$ cat src/rtl/omsp_hmac_arbiter.sv
// Round-robin, transaction-granular arbiter that shares one HMAC core between NUM_REQ engines.
// The core is held in reset between owners so key material and state never cross an ownership boundary.
module omsp_hmac_arbiter #(
  parameter int NUM_REQ   = 2,
  parameter int SCRUB_CYC = 2,
  parameter int MAX_HOLD  = 0
) (
  input  logic                   clk,
  input  logic                   reset,
  input  logic [NUM_REQ-1:0]     req,
  output logic [NUM_REQ-1:0]     gnt,
  output logic [NUM_REQ-1:0]     abort,
  output logic [NUM_REQ-1:0]     req_busy,
  input  logic [NUM_REQ-1:0]     req_hmac_reset,
  input  logic [NUM_REQ-1:0]     req_start_continue,
  input  logic [NUM_REQ-1:0]     req_data_available,
  input  logic [NUM_REQ-1:0]     req_data_is_long,
  input  logic [16*NUM_REQ-1:0]  req_data,
  input  logic [2*NUM_REQ-1:0]   req_key_select,
  input  logic                   hmac_busy,
  output logic                   hmac_reset,
  output logic                   hmac_start_continue,
  output logic                   hmac_data_available,
  output logic                   hmac_data_is_long,
  output logic [15:0]            hmac_data,
  output logic [1:0]             hmac_key_select
);

  localparam int OW = (NUM_REQ > 1) ? $clog2(NUM_REQ) : 1;
  localparam int SW = $clog2(SCRUB_CYC + 1);
  localparam logic [SW-1:0]      SCRUB_LAST = SW'(SCRUB_CYC - 1);
  localparam logic [15:0]        HOLD_LAST  = 16'(MAX_HOLD - 1);
  localparam logic [OW-1:0]      LAST_RST   = OW'(NUM_REQ - 1);
  localparam logic [NUM_REQ-1:0] ONE_HOT0   = NUM_REQ'(1);

  typedef enum logic [1:0] {
    ST_IDLE  = 2'd0,
    ST_SCRUB = 2'd1,
    ST_OWNED = 2'd2,
    ST_FLUSH = 2'd3
  } state_t;

  state_t               state_q, state_d;
  logic [OW-1:0]        owner_q, owner_d;
  logic [OW-1:0]        last_q, last_d;
  logic [SW-1:0]        scrub_cnt_q, scrub_cnt_d;
  logic [15:0]          hold_cnt_q, hold_cnt_d;
  logic [NUM_REQ-1:0]   gnt_q, gnt_d;
  logic [NUM_REQ-1:0]   abort_q, abort_d;

  logic                 pick_valid;
  logic [OW-1:0]        pick_idx;

  logic [15:0]          data_arr [NUM_REQ];
  logic [1:0]           key_arr  [NUM_REQ];

  for (genvar gi = 0; gi < NUM_REQ; gi++) begin : g_unpack
    assign data_arr[gi] = req_data[16*gi +: 16];
    assign key_arr[gi]  = req_key_select[2*gi +: 2];
  end

  // Round-robin pick: scan last+1, last+2, ... ; descending loop so the nearest candidate wins.
  always_comb begin : p_pick
    int cand;
    cand       = 0;
    pick_valid = 1'b0;
    pick_idx   = '0;
    for (int k = NUM_REQ; k >= 1; k--) begin
      cand = int'(last_q) + k;
      if (cand >= NUM_REQ) begin
        cand = cand - NUM_REQ;
      end
      if (req[cand]) begin
        pick_valid = 1'b1;
        pick_idx   = OW'(cand);
      end
    end
  end

  always_ff @(posedge clk or posedge reset) begin
    if (reset) begin
      state_q     <= ST_IDLE;
      owner_q     <= '0;
      last_q      <= LAST_RST;
      scrub_cnt_q <= '0;
      hold_cnt_q  <= '0;
      gnt_q       <= '0;
      abort_q     <= '0;
    end else begin
      state_q     <= state_d;
      owner_q     <= owner_d;
      last_q      <= last_d;
      scrub_cnt_q <= scrub_cnt_d;
      hold_cnt_q  <= hold_cnt_d;
      gnt_q       <= gnt_d;
      abort_q     <= abort_d;
    end
  end

  always_comb begin
    state_d     = state_q;
    owner_d     = owner_q;
    last_d      = last_q;
    scrub_cnt_d = scrub_cnt_q;
    hold_cnt_d  = hold_cnt_q;
    abort_d     = '0;
    case (state_q)
      ST_IDLE: begin
        if (pick_valid) begin
          owner_d     = pick_idx;
          scrub_cnt_d = '0;
          state_d     = ST_SCRUB;
        end
      end
      ST_SCRUB: begin
        scrub_cnt_d = scrub_cnt_q + 1'b1;
        if (!req[owner_q]) begin
          state_d = ST_FLUSH;
        end else if (scrub_cnt_q == SCRUB_LAST) begin
          state_d    = ST_OWNED;
          hold_cnt_d = '0;
        end
      end
      ST_OWNED: begin
        if (hold_cnt_q != 16'hFFFF) begin
          hold_cnt_d = hold_cnt_q + 16'd1;
        end
        if (!req[owner_q]) begin
          state_d = ST_FLUSH;
        end else if ((MAX_HOLD != 0) && (hold_cnt_q == HOLD_LAST)) begin
          state_d = ST_FLUSH;
          abort_d = ONE_HOT0 << owner_q;
        end
      end
      ST_FLUSH: begin
        last_d = owner_q;
        // Hold the scrub until the core has actually wound down.
        if (!hmac_busy) begin
          state_d = ST_IDLE;
        end
      end
      default: state_d = ST_IDLE;
    endcase
    gnt_d = (state_d == ST_OWNED) ? (ONE_HOT0 << owner_d) : '0;
  end

  always_comb begin
    hmac_reset          = 1'b1;
    hmac_start_continue = 1'b0;
    hmac_data_available = 1'b0;
    hmac_data_is_long   = 1'b0;
    hmac_data           = 16'h0000;
    hmac_key_select     = 2'b00;
    req_busy            = '1;
    if (state_q == ST_OWNED) begin
      hmac_reset          = req_hmac_reset[owner_q];
      hmac_start_continue = req_start_continue[owner_q];
      hmac_data_available = req_data_available[owner_q];
      hmac_data_is_long   = req_data_is_long[owner_q];
      hmac_data           = data_arr[owner_q];
      hmac_key_select     = key_arr[owner_q];
      req_busy[owner_q]   = hmac_busy;
    end
  end

  assign gnt   = gnt_q;
  assign abort = abort_q;

endmodule

$ cat config.mk
export PLATFORM = sky130hd
export DESIGN_NAME = omsp_hmac_arbiter
export DESIGN_NICKNAME = d
export VERILOG_FILES = /design/src/rtl/omsp_hmac_arbiter.sv
export SDC_FILE = /design/constraint.sdc
export NUM_CORES = 1
export LEC_CHECK = 0
export CAP_MARGIN = 20
export CORE_MARGIN = 8
export CORE_UTILIZATION = 29
export DETAILED_ROUTE_END_ITERATION = 16
export PLACE_DENSITY = 0.88
export SETUP_SLACK_MARGIN = 0.02
export SKIP_CTS_REPAIR_TIMING = 1
export SLEW_MARGIN = 10
export SYNTH_ARGS = -nofsm -noshare
export SYNTH_HDL_FRONTEND = slang
export SYNTH_SLANG_ARGS = --single-unit
$ cat constraint.sdc
create_clock -name clk -period 1.8 [get_ports clk]
set_input_delay 0.54 -clock clk [delete_from_list [all_inputs] [get_ports clk]]
set_output_delay 0.54 -clock clk [all_outputs]
set_load 0.03 [all_outputs]
# Word level (Yosys, flattened, before mapping)

Index checks and enable logic that the tools add are counted.

Register bits after elaboration: 8
Bits of input ports: 49
Output and inout bits: 28
Logic and storage cells: 79

$add $sub $neg: 5
Order comparisons: 7
Eq/ne operators: 6
Shifts and indexed selects: 1
Mux-type cells: 48
Bitwise gates (word level): 3
Reduce and logical (&&, ||, !) cells: 4

Operators with widths:

| operator            | count |
|---|---|
| $lt 32x3->1 const B | 2 |
| $mux 16             | 4 |
| $mux 32             | 2 |
| $mux 1              | 27 |
| $mux 2              | 12 |
| $pmux 2 s4          | 1 |
| $eq 2x2->1 const B  | 3 |
| $eq 2x1->1 const B  | 2 |
| $ge 2x2->1 const B  | 2 |
| $pmux 2 s2          | 1 |
| $sub 3x2->4 const B | 1 |
| $add 1x2->3 const B | 1 |
| $ge 3x2->1 const B  | 1 |
| $sub 2x2->3 const B | 1 |
| $add 1x1->2 const B | 1 |
| $add 2x1->2 const B | 1 |
| $logic_not 2->1     | 1 |
| $lt 1x2->1 const B  | 1 |
| $ne 2x2->1 const B  | 1 |
| $not 1->2           | 1 |
| $not 2->2           | 1 |
| $or 2x2->2          | 1 |
| $reduce_and 2->1    | 1 |
| $reduce_bool 2->1   | 1 |
| 4 further kinds     | 4 |

# Depth between registers and ports, before layout

Depth after elaboration: 12
Gate-level depth with buffers: 5
Depth with buffers taken out: 5

# Least setup slack after synthesis

Ideal clock, no wire load.

Kind: register to output
Start: reg state_q[0]
End: out hmac_data[0]
Arrival time: 1.319 ns
Data required time: 1.260 ns
Path slack: -0.059 ns
Stages on the path, launching flop included: 5
Buffers on the path: 2
Cell sequence: dfrtp_1 > buf_6 > nand2b_1 > clkbuf_1 > nor2_1

Word-level cells in the longest chain between the ends: 2

RTL lines:

| what                     | line | text |
|---|---|---|
| start: declaration       | 43   | `state_t state_q, state_d;` |
| start signal: assignment | 90   | `state_q <= state_d;` |
| $eq 2x2->1               | --   |  |
| $mux 16                  | 155  | `if (state_q == ST_OWNED) begin` |
| end: declaration         | 25   | `output logic [15:0] hmac_data,` |

No other way between the ends.

# Worst setup path after layout

Start: reg owner_q
End: out hmac_data_available

Word-level cells in the longest chain between the ends: 3

RTL lines:

| what                                       | line | text |
|---|---|---|
| start: declaration                         | 44   | `logic [OW-1:0] owner_q, owner_d;` |
| start signal: assignment                   | 91   | `owner_q <= owner_d;` |
| $mux 1 (implied by the code) (2 in series) | 158  | `hmac_data_available = req_data_available[owner_q];` |
| $mux 1                                     | 155  |  |
| end: declaration                           | 23   | `output logic hmac_data_available,` |

No other way between the ends. The select of a mux whose other input is x is not followed.

==> key figures <==
Status
  • Status: finished, violations left
  • Failing checks: setup timing

Synthesis
  • Top cells by area, synth: mux2i_1, dfrtp_1, nor2_1, o21ai_0, dfstp_2
  • Mapped cell area: 757.0 µm²
  • Count of cell types in the netlist: 28
  • Syn_area_per_cell: 8.053 µm²
  • Post-synthesis sequential element count: 8
  • Synth Flop Type: dfrtp_1
  • Async SR Flop Fraction: 100.0%
  • Synth area leader: mux2i_1
  • Most numerous cell in the Yosys netlist: nor2_1
  • Top cells by count, synth: nor2_1, mux2i_1, dfrtp_1
  • Post-synth EDFFs: 0
  • Sequential area share after synthesis: 26.61%
  • Syn Inst Count: 94
  • Ys Warns: 0
  • Yosys top cell area share: 30.41%

STA
  • RSZ-0062 raised after global routing: yes
  • Highest clock rate: 0.5310 GHz
  • Final Hold Vio Count: 0
  • Slew Limit Fails: 0
  • # setup viols final: 23
  • Final critical-path required period: 1.883 ns
  • Tcrit/Tclk final: 104.6%
  • Final worst setup slack: -0.08340 ns
  • Worst Skew: 0.006080 ns

Detailed routing
  • Drt wl/cell: 17.16 µm
  • Routed Antenna Nets: 0
  • Final wirelength: 3484 µm
  • Avg Vias per Cell: 4.941
  • Initial DRC count: 35
  • Via count: 1003
  • DRC: 0
  • Router iterations before antenna repair: 4

GRT
  • Overflow after GRT: 0
  • Global-route wire length before repair: 4505 µm
  • Initial antenna violation count: 0
  • GRT Resource Usage Total: 12.77%
  • Vias in the first global route: 974
  • Largest net degree at the start of global routing: 27

Pwr
  • P_leak: 1.153 nW
  • Peak VDD IR: 0.9075 mV
  • PwrDens: 1289 nW/µm²
  • Total Power: 2.177 mW

Placement
  • Cell Count Post-Placement: 196
  • IO buf count: 74
  • Detailed Place HPWL: 2474 µm
  • Routability cong.: 0.8312

Floorplanning
  • Initial Util: 30.56%
  • Die ar.: 4501 µm²
  • Die Y-Extent: 67.09 µm
  • Die W: 67.09 µm
  • Num ports: 77
  • Std cell rows: 18
  • Core box area: 2477 µm²

Setup path
  • Worst EP arrival: 1.34 ns
  • Crit-path slowest cell: dfrtp_2
  • Worst setup path category: reg2out
  • CP Capture Type: output pin
  • Worst path required time: 1.26 ns
  • Worst path cell trace: buf_12 > mux2i_1 > nor2_1 > buf_4
  • Max incr delay on CP: 0.43 ns
  • Worst-path maximum fanout: 13
  • Buf/Inv on CP: 2
  • Largest delay share family, worst path: flip-flops
  • Startpoint Class: register

CTS
  • Clk slew on worst S/H paths: 0.06 ns
  • # clock sinks: 8
  • CTS tree: built
  • Total CTS buffers: 3
  • Clock Path Buffers: 2
  • H-tree depth: 1
  • Clk_lat worst skew: 0.26 ns
  • CTS root buf: clkbuf_4

Finish
  • Syn-to-layout area delta: 123.1%
  • Net count, final: 224
  • # diodes: 0
  • Finished Layout Cells: 203
  • Layout cells sized above 1: 24.86%
  • FILL cells: 188

Min path
  • Hold crit path type: reg2reg

Flow run
  • Max Cap Viol: 0
## logic make-up (layout without fill, tap and decap cells)
logic type	after synthesis	in the layout	synth area share (%)
DFF	8	8	26.61
AOI/OAI and AO/OA	11	11	9.091
muxes	24	24	31.90
adders and majority gates	1	1	1.653
and+or+nand+nor	36	36	21.16
other	1	2	0.4954
buffers and inverters	13	91	9.090
## power by group
part,total (mW),switching [mW],leakage (nW),internal (mW)
clock network,0.152,0.0664,0.0150,0.0851
logic,1.69,0.912,1.04,0.775
registers,0.338,0.0660,0.0970,0.272
total,2.18,1.04,1.15,1.13
## cells in the final DEF (no fill, tap or decap), drive strengths merged, types with 2 or more instances in the layout
cell            n
clkbuf          5
inv             4
nand2           3
dlymetal6s2s   41
buf            32
mux2i          23
o21ai           6
clkdlybuf4s50   9
dfrtp           7
nor2           24
conb            2
## final timing paths
kind,start,end,slack (ns),cells after the start
setup / recovery,owner_q,hmac_data_available,-0.08,4
hold / removal,scrub_cnt_q[0],scrub_cnt_q[0],0.51,1
setup reg to reg,state_q[0],gnt[0],0.28,5
hold reg to reg,scrub_cnt_q[0],scrub_cnt_q[0],0.51,1
max in group asynchronous,reset,last_q,0.99,2
min in group asynchronous,reset,gnt[0],0.52,2
## final cells by class
type	instances	area (µm²)	share of cell area [%]
clock buffer	4	26.28	1.556
sequential	8	202.7	12.00
timing repair buffer	83	904.6	53.56
inverter	4	15.01	0.8889
tap	30	37.54	2.222
multi-input combinational	74	503.0	29.78
## state kept, by name, indices dropped and copies added, names as in the netlist
register and flops:
scrub_cnt_q 2, gnt 2, state_q 2, last_q 1
owner_q 1
## through the flow
stage	setup WS, ns	utilization [%]	setup TNS (ns)	instance area, µm²	hold WS, ns
finish	-0.08340	68.18	-1.150	1689	0.5142
global route	-0.1557	68.18	-2.481	1689	0.5646
CTS	-0.6698	60.51	-5.457	1499	0.5184
detailed placement	-0.6610	59.44	-2.704	1473	0.5091
global placement	-0.6312	59.44	-2.011	1473	0.4763
floorplan	-0.05887	-	-1.177	760.7	0.3549
## per-layer routing
layer | up-vias | global-route usage [%] | wire [µm]
li1 | 475 | - | -
met1 | 467 | 13.83 | 1310
met2 | 55 | 22.46 | 1810
met3 | 6 | 4.698 | 295
met4 | 0 | 3.916 | 68
met5 | - | 0 | 0
No activity file was read; power rests on OpenSTA's default activity.
